File: src/rtl/div_unit.sv
// Shared ALU op encodings plus the iterative radix-2 restoring divider used by
// the execute stage for DIV/DIVU/REM/REMU; one quotient bit per cycle.
package alu_pkg;
    localparam logic [3:0] ALU_ADD  = 4'h0;
    localparam logic [3:0] ALU_SUB  = 4'h1;
    localparam logic [3:0] ALU_AND  = 4'h2;
    localparam logic [3:0] ALU_OR   = 4'h3;
    localparam logic [3:0] ALU_XOR  = 4'h4;
    localparam logic [3:0] ALU_MUL  = 4'h7;
    localparam logic [3:0] ALU_DIV  = 4'h8;
    localparam logic [3:0] ALU_DIVU = 4'h9;
    localparam logic [3:0] ALU_REM  = 4'hA;
    localparam logic [3:0] ALU_REMU = 4'hB;
endpackage

module div_unit
    import alu_pkg::*;
(
    input  logic        clk,
    input  logic        rst,
    input  logic        start,
    input  logic        kill,
    input  logic [3:0]  alu_op,
    input  logic [31:0] operand1,
    input  logic [31:0] operand2,
    output logic        busy,
    output logic        done,
    output logic [31:0] result
);

    typedef enum logic [1:0] {S_IDLE, S_CALC, S_DONE} state_t;

    state_t      state, state_next;
    logic        op_rem, op_signed, neg_q, neg_r;
    logic [31:0] divisor, rem, quo;
    logic [4:0]  cnt;

    logic        is_div_op, accept, in_signed, in_rem;
    logic        div_zero, ovf, special;
    logic [31:0] special_res, abs1, abs2;
    logic [31:0] shifted, rem_next, quo_next, mag, final_res;
    logic [32:0] trial;
    logic        trial_ok, last_iter;

    // Request decode and early-out cases, evaluated in the acceptance cycle
    always_comb begin
        is_div_op = (alu_op == ALU_DIV) || (alu_op == ALU_DIVU) ||
                    (alu_op == ALU_REM) || (alu_op == ALU_REMU);
        accept    = (state == S_IDLE) && start && is_div_op && !kill;
        in_signed = (alu_op == ALU_DIV) || (alu_op == ALU_REM);
        in_rem    = (alu_op == ALU_REM) || (alu_op == ALU_REMU);
        div_zero  = (operand2 == 32'd0);
        ovf       = in_signed && (operand1 == 32'h8000_0000) && (operand2 == 32'hFFFF_FFFF);
        special   = div_zero || ovf;
        if (div_zero)
            special_res = in_rem ? operand1 : 32'hFFFF_FFFF;
        else
            special_res = in_rem ? 32'd0 : 32'h8000_0000;
        // 0x8000_0000 negates to itself, which reads correctly as unsigned
        abs1 = (in_signed && operand1[31]) ? (32'd0 - operand1) : operand1;
        abs2 = (in_signed && operand2[31]) ? (32'd0 - operand2) : operand2;
    end

    // One restoring step; the final step also feeds the result register directly
    always_comb begin
        shifted   = {rem[30:0], quo[31]};
        trial     = {1'b0, shifted} - {1'b0, divisor};
        trial_ok  = !trial[32];
        rem_next  = trial_ok ? trial[31:0] : shifted;
        quo_next  = {quo[30:0], trial_ok};
        last_iter = (cnt == 5'd31);
        mag       = op_rem ? rem_next : quo_next;
        if (op_signed && (op_rem ? neg_r : neg_q))
            final_res = 32'd0 - mag;
        else
            final_res = mag;
    end

    always_comb begin
        state_next = state;
        case (state)
            S_IDLE: if (accept) state_next = special ? S_DONE : S_CALC;
            S_CALC: begin
                if (kill)
                    state_next = S_IDLE;
                else if (last_iter)
                    state_next = S_DONE;
            end
            S_DONE: state_next = S_IDLE;
            default: state_next = S_IDLE;
        endcase
    end

    always_ff @(posedge clk or posedge rst) begin
        if (rst)
            state <= S_IDLE;
        else
            state <= state_next;
    end

    always_ff @(posedge clk or posedge rst) begin
        if (rst) begin
            op_rem    <= 1'b0;
            op_signed <= 1'b0;
            neg_q     <= 1'b0;
            neg_r     <= 1'b0;
            divisor   <= 32'd0;
            rem       <= 32'd0;
            quo       <= 32'd0;
            cnt       <= 5'd0;
            result    <= 32'd0;
        end else if (accept) begin
            op_rem    <= in_rem;
            op_signed <= in_signed;
            neg_q     <= in_signed && (operand1[31] ^ operand2[31]);
            neg_r     <= in_signed && operand1[31];
            divisor   <= abs2;
            rem       <= 32'd0;
            quo       <= abs1;
            cnt       <= 5'd0;
            if (special)
                result <= special_res;
        end else if (state == S_CALC && !kill) begin
            rem <= rem_next;
            quo <= quo_next;
            cnt <= cnt + 5'd1;
            if (last_iter)
                result <= final_res;
        end
    end

    assign busy = (state == S_CALC);
    // A flush landing in the DONE cycle suppresses the completion pulse
    assign done = (state == S_DONE) && !kill;

endmodule

File: config.mk
export PLATFORM = sky130hd
export DESIGN_NAME = div_unit
export DESIGN_NICKNAME = d
export VERILOG_FILES = /design/src/rtl/div_unit.sv
export SDC_FILE = /design/constraint.sdc
export NUM_CORES = 1
export LEC_CHECK = 0
export CAP_MARGIN = 10
export CELL_PAD_IN_SITES_DETAIL_PLACEMENT = 1
export CELL_PAD_IN_SITES_GLOBAL_PLACEMENT = 1
export CORE_MARGIN = 5
export CORE_UTILIZATION = 47
export DETAILED_ROUTE_END_ITERATION = 6
export PLACE_DENSITY = 0.95
export SYNTH_ARGS = -nofsm -noshare
export SYNTH_HDL_FRONTEND = slang
export SYNTH_SLANG_ARGS = --single-unit
export TNS_END_PERCENT = 10
File: constraint.sdc
create_clock -name clk -period 7.6 [get_ports clk]
set_input_delay 1.52 -clock clk [delete_from_list [all_inputs] [get_ports clk]]
set_output_delay 1.52 -clock clk [all_outputs]
set_load 0.01 [all_outputs]
Word-level counts from Yosys, hierarchy flattened
Cells that the tools add are included.
{"block": "op_classes", "reduce_logical": 25, "eq_ne": 12, "mux": 24, "add_sub_neg": 5, "n_bitwise": 1}
{"cell": "two-way mux 32 bit", "count": 14}
{"cell": "subtractor 1 x 32 -> 32 bit (first input constant)", "count": 3}
{"cell": "== test 32 bit (second input constant)", "count": 2}
{"cell": "two-way mux 31 bit", "count": 2}
{"cell": "subtractor 32 x 32 -> 33 bit", "count": 1}
{"cell": "logical NOT 32 bit", "count": 1}
{"cell": "== test 4 bit (second input constant)", "count": 4}
{"cell": "logical AND 1 bit", "count": 11}
{"cell": "two-way mux 5 bit", "count": 2}
{"cell": "two-way mux 2 bit", "count": 4}
{"cell": "logical OR 1 bit", "count": 6}
{"cell": "adder 5 x 1 -> 5 bit (second input constant)", "count": 1}
{"cell": "== test 5 bit (second input constant)", "count": 1}
{"cell": "case mux 2 bit (2 select lines)", "count": 1}
{"cell": "nonzero test 2 bit", "count": 2}
{"cell": "inequality test 3 x 2 -> 1 bit (second input constant)", "count": 1}
{"cell": "AND reduction 3 bit", "count": 1}
{"cell": "== test 2 x 1 -> 1 bit (second input constant)", "count": 1}
{"cell": "== test 2 bit (second input constant)", "count": 1}
{"cell": "logical NOT 1 bit", "count": 2}
{"cell": "logical NOT 2 bit", "count": 1}
{"cell": "inequality test 2 x 1 -> 1 bit (second input constant)", "count": 1}
{"cell": "inequality test 2 bit (second input constant)", "count": 1}
{"cell": "AND reduction 2 bit", "count": 1}
{"cell": "other kinds (2)", "count": 2}
{"block": "word_totals", "elab_cells": 77, "ff_bits": 138}

Longest topological paths before layout
Gate-level depths: netlist of the first run.
{"block": "depth", "word_depth": 8, "mapped_depth": 18}

Least setup slack after synthesis of the first run
OpenSTA, ideal clock, no wires.
{"block": "synth_timing", "path_kind": "in2reg", "startpoint": "input port operand2[12]", "endpoint": "register result[27]", "cell_stages": 12, "t_arrival_ns": 4.357, "path_slack_ns": 3.161, "path_buffers": 1, "path_cell_list": "or4_1 -> nor4_1 -> nand2b_1 -> or4_1 -> nor3_1 -> nand2_1 -> o21ai_1 -> a21oi_1 -> inv_1 -> clkbuf_1 -> o21ai_0 -> a31oi_1"}
{"block": "synth_between", "elab_chain_len": 5, "elab_cells_between_ends": 9, "cone_classes": "2 x eq/ne; 3 x mux; 4 x reduce/logical"}
{"element": "from (decl)", "line_no": "25", "rtl": "input logic [31:0] operand2,"}
{"element": "== test 32 bit", "line_no": "53", "rtl": "ovf = in_signed && (operand1 == 32'h8000_0000) && (operand2 == 32'hFFFF_FFFF);"}
{"element": "logical AND 1 bit", "line_no": "53"}
{"element": "logical OR 1 bit", "line_no": "54", "rtl": "special = div_zero || ovf;"}
{"element": "inequality test 2 x 1 -> 1 bit (no line)"}
{"element": "AND reduction 3 bit (no line)"}
{"element": "to (signal assigned)", "line_no": "122", "rtl": "result <= special_res;"}
{"element": "to (signal assigned)", "line_no": "128", "rtl": "result <= final_res;"}
{"element": "to (decl)", "line_no": "28", "rtl": "output logic [31:0] result"}
Several ways; a longest one is shown, not always the timed one. The select of a mux whose other input is x is not followed.
A chain may end at the register's enable or synchronous reset.

Final worst setup path of the first run
{"block": "layout_timing", "startpoint": "input port operand1[6]", "endpoint": "register result[6]"}
{"block": "layout_between", "elab_chain_len": 6, "elab_cells_between_ends": 10, "cone_classes": "2 x eq/ne; 4 x mux; 4 x reduce/logical"}
{"element": "from (decl)", "line_no": "24", "rtl": "input logic [31:0] operand1,"}
{"element": "== test 32 bit", "line_no": "53"}
{"element": "logical AND 1 bit (2 in a row)", "line_no": "53"}
{"element": "logical OR 1 bit", "line_no": "54"}
{"element": "inequality test 2 x 1 -> 1 bit (no line)"}
{"element": "AND reduction 3 bit (no line)"}
Several ways; a longest one is shown, not always the timed one. The select of a mux whose other input is x is not followed.

==> impl_metrics.toml, run 1 <==
[synthesis]
synth_nets = 1517
synthesis.area_um2 = 10900
synth-seq-area-share = 0.316
synth_edf_count = 0
ys_warn_count = 0
synth_ff_type = "dfrtp_1"
synth-seq-cells = 138
yosysUniqueCellTypes = 82
synth_cells = 1406
async_flop_share = 1.00
avgSynthCellArea_um2 = 7.77

[grt]
grt_pass1_vias = 12233
grt_max_degree = 99
grt_pass1_wl_um = 69200
grt_overflow = 0
antenna_found_initial = 0
track_usage = 0.330

[worst_setup_path]
startpoint_type = "primary input"
arrival_ns = 6.23
reg2reg_slack_ns = 1.83
worstSetupEndpointType = "flip-flop"
crit_type = "in2reg"
cp.required_ns = 7.92
crit_fanout = 32

[cells_and_area]
final_cells = 1783
drive_gt1_frac = 0.0517
n_antenna_cell = 0
nets = 1568
area_delta_synth_final_pct = 15.8

[routing]
vias = 11822
post-route-drc-count = 0
drtIter0Drc = 1368
drt_pre_antenna_iters = 6
routed_wl_um = 44200
wire_per_inst_um = 24.8
final_antenna_net_count = 0
drt-vias-per-instance = 6.63

[sta]
tightest_slew_ns = 1.30
max_clock_freq_mhz = 169
rsz0062_at_grt = "no"
skew_ns = 0.0179
min_period_over_period = 0.777
fin_crit_ns = 5.91
finalMaxSlewViolations = 0
max_slew_margin = 0.134
hold_viol_final = 0
setup_tns_ns = 0
setup_viol = 0

[power_and_ir_drop]
clockPowerShare = 0.214
internal-power_mw = 2.03
p_per_area_nw_per_um2 = 309
p_comb_frac = 0.523
p_leak_nw = 5.25
swShare = 0.482
p_switching_mw = 1.89
seq_power_share = 0.264
ir_drop_v = 0.000179

[die]
core_area_um2 = 22800
die_x_um = 163
die_h_um = 163
dieArea_um2 = 26400
initial_core_util = 0.480
boundaryPins = 106
rows = 55

[clocking]
postCtsSetupBuffers = 0
cts_hold_buf = 0
clk_pin_slew_worst_paths_ns = 0.07
cts_tree = "built"
cts_buffer_depth = 2
cts_max_level = 4
clock_sinks = 138
cts_inserted_buffers = 17
post_cts_resized = 0
clk_latency_ns = 0.45
cts_root_buf = "clkbuf_16"

[outcome]
status = "finished, final reports clean"

[placement]
io_buffer_count = 105
gp_congestion = 0.929
hpwlAfterDp_um = 30500
place_inst = 1751

[run]
cap_violations = 0

[hold_path]
holdCritPathClass = "reg2reg"
per-stage QoR:
| step | utilization | power, mW | cell area (um2) | hold WS [ns] | setup WS (ns) |
|---|---|---|---|---|---|
| final | 0.556 | 3.92 | 12700 | 0.481 | 1.69 |
| after floorplan | - | 2.36 | 10900 | 0.444 | 2.38 |
| after global routing | 0.556 | 4.09 | 12700 | 0.514 | 1.44 |
| after CTS | 0.556 | 3.85 | 12700 | 0.487 | 1.90 |
| after detailed placement | 0.531 | 2.94 | 12100 | 0.473 | 1.48 |
| after global placement | 0.531 | 2.86 | 12100 | 0.463 | 1.75 |
state kept, by name (all words and copies together), names as in the netlist:
signal / flops
divisor: 32
quo: 32
result: 32
rem: 31
cnt: 5
state: 2
neg_q: 1
neg_r: 1
op_rem: 1
op_signed: 1
logic make-up after synthesis:
group,share of synthesized area
AND/OR/NAND/NOR,0.214
XOR/XNOR,0.0857
buffers and inverters,0.0536
AO/OA/AOI/OAI,0.263
flip-flops,0.316
multiplexers,0.0231
adder cells (fa/ha/maj),0.0453
power groups by stage:
stage / Combinational [mW] / Sequential (mW) / Clock, mW
2_1_floorplan: 1.40 / 0.964 / 0
3_3_place_gp: 1.84 / 1.02 / 0
3_5_place_dp: 1.91 / 1.03 / 0
4_1_cts: 1.99 / 1.02 / 0.834
5_1_grt: 2.18 / 1.04 / 0.864
6_report: 2.05 / 1.03 / 0.836
placed cells by master (no fill, tap or decap), drive strengths merged, types with 4 or more instances in the layout:
master	netlist	layout
o41ai	7	7
nand2	186	186
ha	38	38
a21o	13	13
nor3b	5	5
a221oi	6	6
nor2	124	124
nor3	34	34
nand3	54	54
nand2b	8	8
xor2	58	58
clkbuf	65	20
nor4	5	5
dfrtp	138	138
or3	8	8
nor2b	10	10
a211oi	13	13
o31ai	20	20
or4	8	8
and3	14	14
clkdlybuf4s50	0	105
nand4	16	16
o21ai	171	171
o21a	6	6
a22oi	16	16
clkinv	0	5
and2	11	11
a21oi	100	100
inv	54	57
buf	20	12
a31o	4	4
o211ai	23	23
xnor2	49	49
a31oi	40	40
mux2i	23	23
synthesized netlist by cell type, drive strengths merged (5+ instances only):
cell,n,share of area
nor2b,10,0.0057
inv,54,0.019
and3,14,0.0080
buf,20,0.013
nor3b,5,0.0034
o21ai,171,0.078
a21oi,100,0.049
o41ai,7,0.0073
and2,11,0.0063
xnor2,49,0.039
a221oi,6,0.0070
nor4,5,0.0029
or4,8,0.0055
o31ai,20,0.015
nand4,16,0.0092
nor3,34,0.016
xor2,58,0.046
o21a,6,0.0041
a211oi,13,0.0089
a31oi,40,0.023
ha,38,0.043
nand2b,8,0.0046
mux2i,23,0.021
o211ai,23,0.016
nand3,54,0.025
nand2,186,0.065
a22oi,16,0.011
dfrtp,138,0.32
clkbuf,65,0.022
a21o,13,0.0089
or3,8,0.0050
nor2,124,0.043
cell type report:
type	count	area, um2
clock buffers	20	447
repair buffers	117	1140
well taps	313	392
inverters	54	208
clock inverters	12	115
flip-flops and latches	138	3450
multi-input cells	1129	6900
fillers	2778	10100
critical path, stage by stage:
cell,delay (ns)
clkdlybuf4s50_1,0.55
nor4_1,0.52
nand2b_1,0.17
nor2_1,0.29
and2_1,0.29
nand3_1,0.32
or4_1,0.59
o21ai_1,0.29
a21oi_2,0.37
inv_1,0.88
nor2_1,0.11
a31oi_1,0.31
per-layer routing:
layer  vias to the layer above  global-route usage  wire, um
li1                       5164                   -         -
met2                       619               0.564     21600
met3                       179              0.0506      3020
met4                         0               0.150      2260
met1                      5860               0.410     17400
met5                         -                   0         0
worst paths after layout:
check,startpoint,end,cells past startpoint
worst max-delay path,operand1[6],result[6],12
worst min-delay path,divisor[2],divisor[2],2
worst max register to register,quo[31],result[28],17
worst min register to register,divisor[2],divisor[2],2
max in group asynchronous,rst,op_rem,3
min in group asynchronous,rst,rem[13],2
Power figures use the tool's default switching activity.
==> run 2, diff against run 1 <==
--- a/config.mk
+++ b/config.mk
@@ -9,9 +9,9 @@
 export CELL_PAD_IN_SITES_DETAIL_PLACEMENT = 1
 export CELL_PAD_IN_SITES_GLOBAL_PLACEMENT = 1
 export CORE_MARGIN = 5
-export CORE_UTILIZATION = 47
+export CORE_UTILIZATION = 39
 export DETAILED_ROUTE_END_ITERATION = 6
-export PLACE_DENSITY = 0.95
+export PLACE_DENSITY = 0.87
 export SYNTH_ARGS = -nofsm -noshare
 export SYNTH_HDL_FRONTEND = slang
 export SYNTH_SLANG_ARGS = --single-unit
==> constraint.sdc (replaced) <==
create_clock -name clk -period 5.2 [get_ports clk]
set_input_delay 1.04 -clock clk [delete_from_list [all_inputs] [get_ports clk]]
set_output_delay 1.04 -clock clk [all_outputs]
set_load 0.01 [all_outputs]
==> run 2 against run 1 <==
  * Highest routed layer unchanged
  * Final cell count rose by 4.7%
  * Critical path depth rose by 5
  * Total power is 46% higher
==> impl_metrics.toml, run 2 (synthesized netlist as in run 1, its figures left out) <==
[routing]
drt_pre_antenna_iters = 5
wire_per_inst_um = 21.7
drtIter0Drc = 847
post-route-drc-count = 0
routed_wl_um = 40600
drt-vias-per-instance = 6.06
vias = 11322
final_antenna_net_count = 0

[die]
core_area_um2 = 27700
boundaryPins = 106
dieArea_um2 = 31500
die_h_um = 177
die_x_um = 177
initial_core_util = 0.395
rows = 61

[clocking]
clock_sinks = 138
cts_max_level = 4
cts_buffer_depth = 2
cts_inserted_buffers = 17
cts_root_buf = "clkbuf_16"
cts_tree = "built"
cts_hold_buf = 0
clk_pin_slew_worst_paths_ns = 0.07
clk_latency_ns = 0.44
postCtsSetupBuffers = 0
post_cts_resized = 0

[sta]
hold_viol_final = 0
tightest_slew_ns = 0.990
max_clock_freq_mhz = 210
rsz0062_at_grt = "no"
setup_tns_ns = 0
max_slew_margin = 0.338
min_period_over_period = 0.918
setup_viol = 0
fin_crit_ns = 4.77
skew_ns = 0.0166
finalMaxSlewViolations = 0

[cells_and_area]
n_antenna_cell = 0
nFillCells = 3347
nets = 1587
layout_commonest_cell = "nand2_1"
final_core_util = 0.468
mostFrequentLayoutCells = "nand2_1 (185), o21ai_0 (163), dfrtp_1 (137), nor2_1 (123), clkdlybuf4s50_1 (105)"
reg_top3 = "divisor: 32 flops, quo: 32 flops, result: 32 flops"
area_delta_synth_final_pct = 18.5
drive_gt1_frac = 0.0645

[worst_setup_path]
arrival_ns = 5.14
worstSetupEndpointType = "flip-flop"
crit_type = "reg2reg"
cp.required_ns = 5.56
crit_fanout = 15
startpoint_type = "flip-flop"

[run]
cap_violations = 0

[hold_path]
holdCritPathClass = "reg2reg"

[grt]
grt_pass1_vias = 11913
grt_max_degree = 94
antenna_found_initial = 0
track_usage = 0.256
grt_overflow = 0
grt_pass1_wl_um = 63800

[placement]
io_buffer_count = 105
hpwlAfterDp_um = 30500
gp_congestion = 0.937

[power_and_ir_drop]
p_leak_nw = 5.37
ir_drop_v = 0.000207
p_per_area_nw_per_um2 = 443

[outcome]
status = "finished, final reports clean"
==> run 2: cell count changes in the layout (fill, tap and decap cells not counted) <==
cell	before	now
inv_6	4	3
clkbuf_1	2	1
clkinvlp_4	3	2
nor3_4	0	1
inv_8	0	2
clkbuf_8	1	0
buf_4	12	31
o41a_2	1	0
o41a_4	0	1
clkinv_4	3	5
clkinv_2	2	0
nor3_2	1	0
bufinv_16	1	3
==> run 2: cell type report <==
type | count | area [um2] | area share
inverter | 54 | 208 | 0.0160
tap | 378 | 473 | 0.0365
clock inverter | 14 | 189 | 0.0146
sequential | 138 | 3450 | 0.267
clock buffer | 18 | 429 | 0.0331
timing repair buffer | 136 | 1280 | 0.0991
multi-input combinational | 1129 | 6920 | 0.534
==> run 2: path summary, 6_finish.rpt <==
check / start / to / slack (ns) / cells after the start
max: quo[31] / result[28] / 0.43 / 17
min: divisor[5] / divisor[5] / 0.49 / 2
max reg2reg: quo[31] / result[28] / 0.43 / 17
min reg2reg: divisor[5] / divisor[5] / 0.49 / 2
max in group asynchronous: rst / divisor[4] / 3.10 / 3
min in group asynchronous: rst / result[14] / 1.16 / 2
==> run 2: critical path, stage by stage (launching register included) <==
cell and delay (ns):
dfrtp_1 0.39, inv_1 0.11, ha_1 0.22, fa_1 0.23, nand2b_1 0.17, a21oi_1 0.14
o211a_1 0.32, o41a_4 0.63, buf_4 0.20, a221oi_4 0.28, ha_1 0.26, nand3_1 0.25
nor3_4 0.40, nand4b_1 0.15, buf_4 0.20, o21ai_0 0.25, mux2_2 0.37, nor2_1 0.13
==> run 2: metrics by stage <==
stage / std cells / setup WS [ns] / power [mW] / cell area, um2 / hold WS, ns
finish: 1867 / 0.427 / 5.74 / 13000 / 0.485
global route: 1867 / 0.0715 / 6.08 / 13000 / 0.504
CTS: 1867 / 0.312 / 5.69 / 12900 / 0.489
detailed placement: 1835 / 0.191 / 4.34 / 12300 / 0.475
global placement: 1835 / 0.475 / 4.25 / 12300 / 0.466
floorplan: 1406 / 0.464 / 3.46 / 10900 / 0.444
==> run 2: per-layer routing <==
| layer | part of all wire | vias up | GRT usage |
|---|---|---|---|
| li1 | - | 5197 | - |
| met1 | 0.41 | 5705 | 0.315 |
| met2 | 0.51 | 323 | 0.446 |
| met3 | 0.038 | 97 | 0.0292 |
| met4 | 0.045 | 0 | 0.120 |
| met5 | 0 | - | 0 |
==> run 2: report_power, final <==
part           switching [mW]  leakage [nW]  total, mW  internal [mW]
clock                   0.545         0.295       1.31          0.768
combinational            1.87          3.26       2.93           1.07
sequential              0.222          1.81       1.49           1.27
total                    2.63          5.37       5.74           3.10
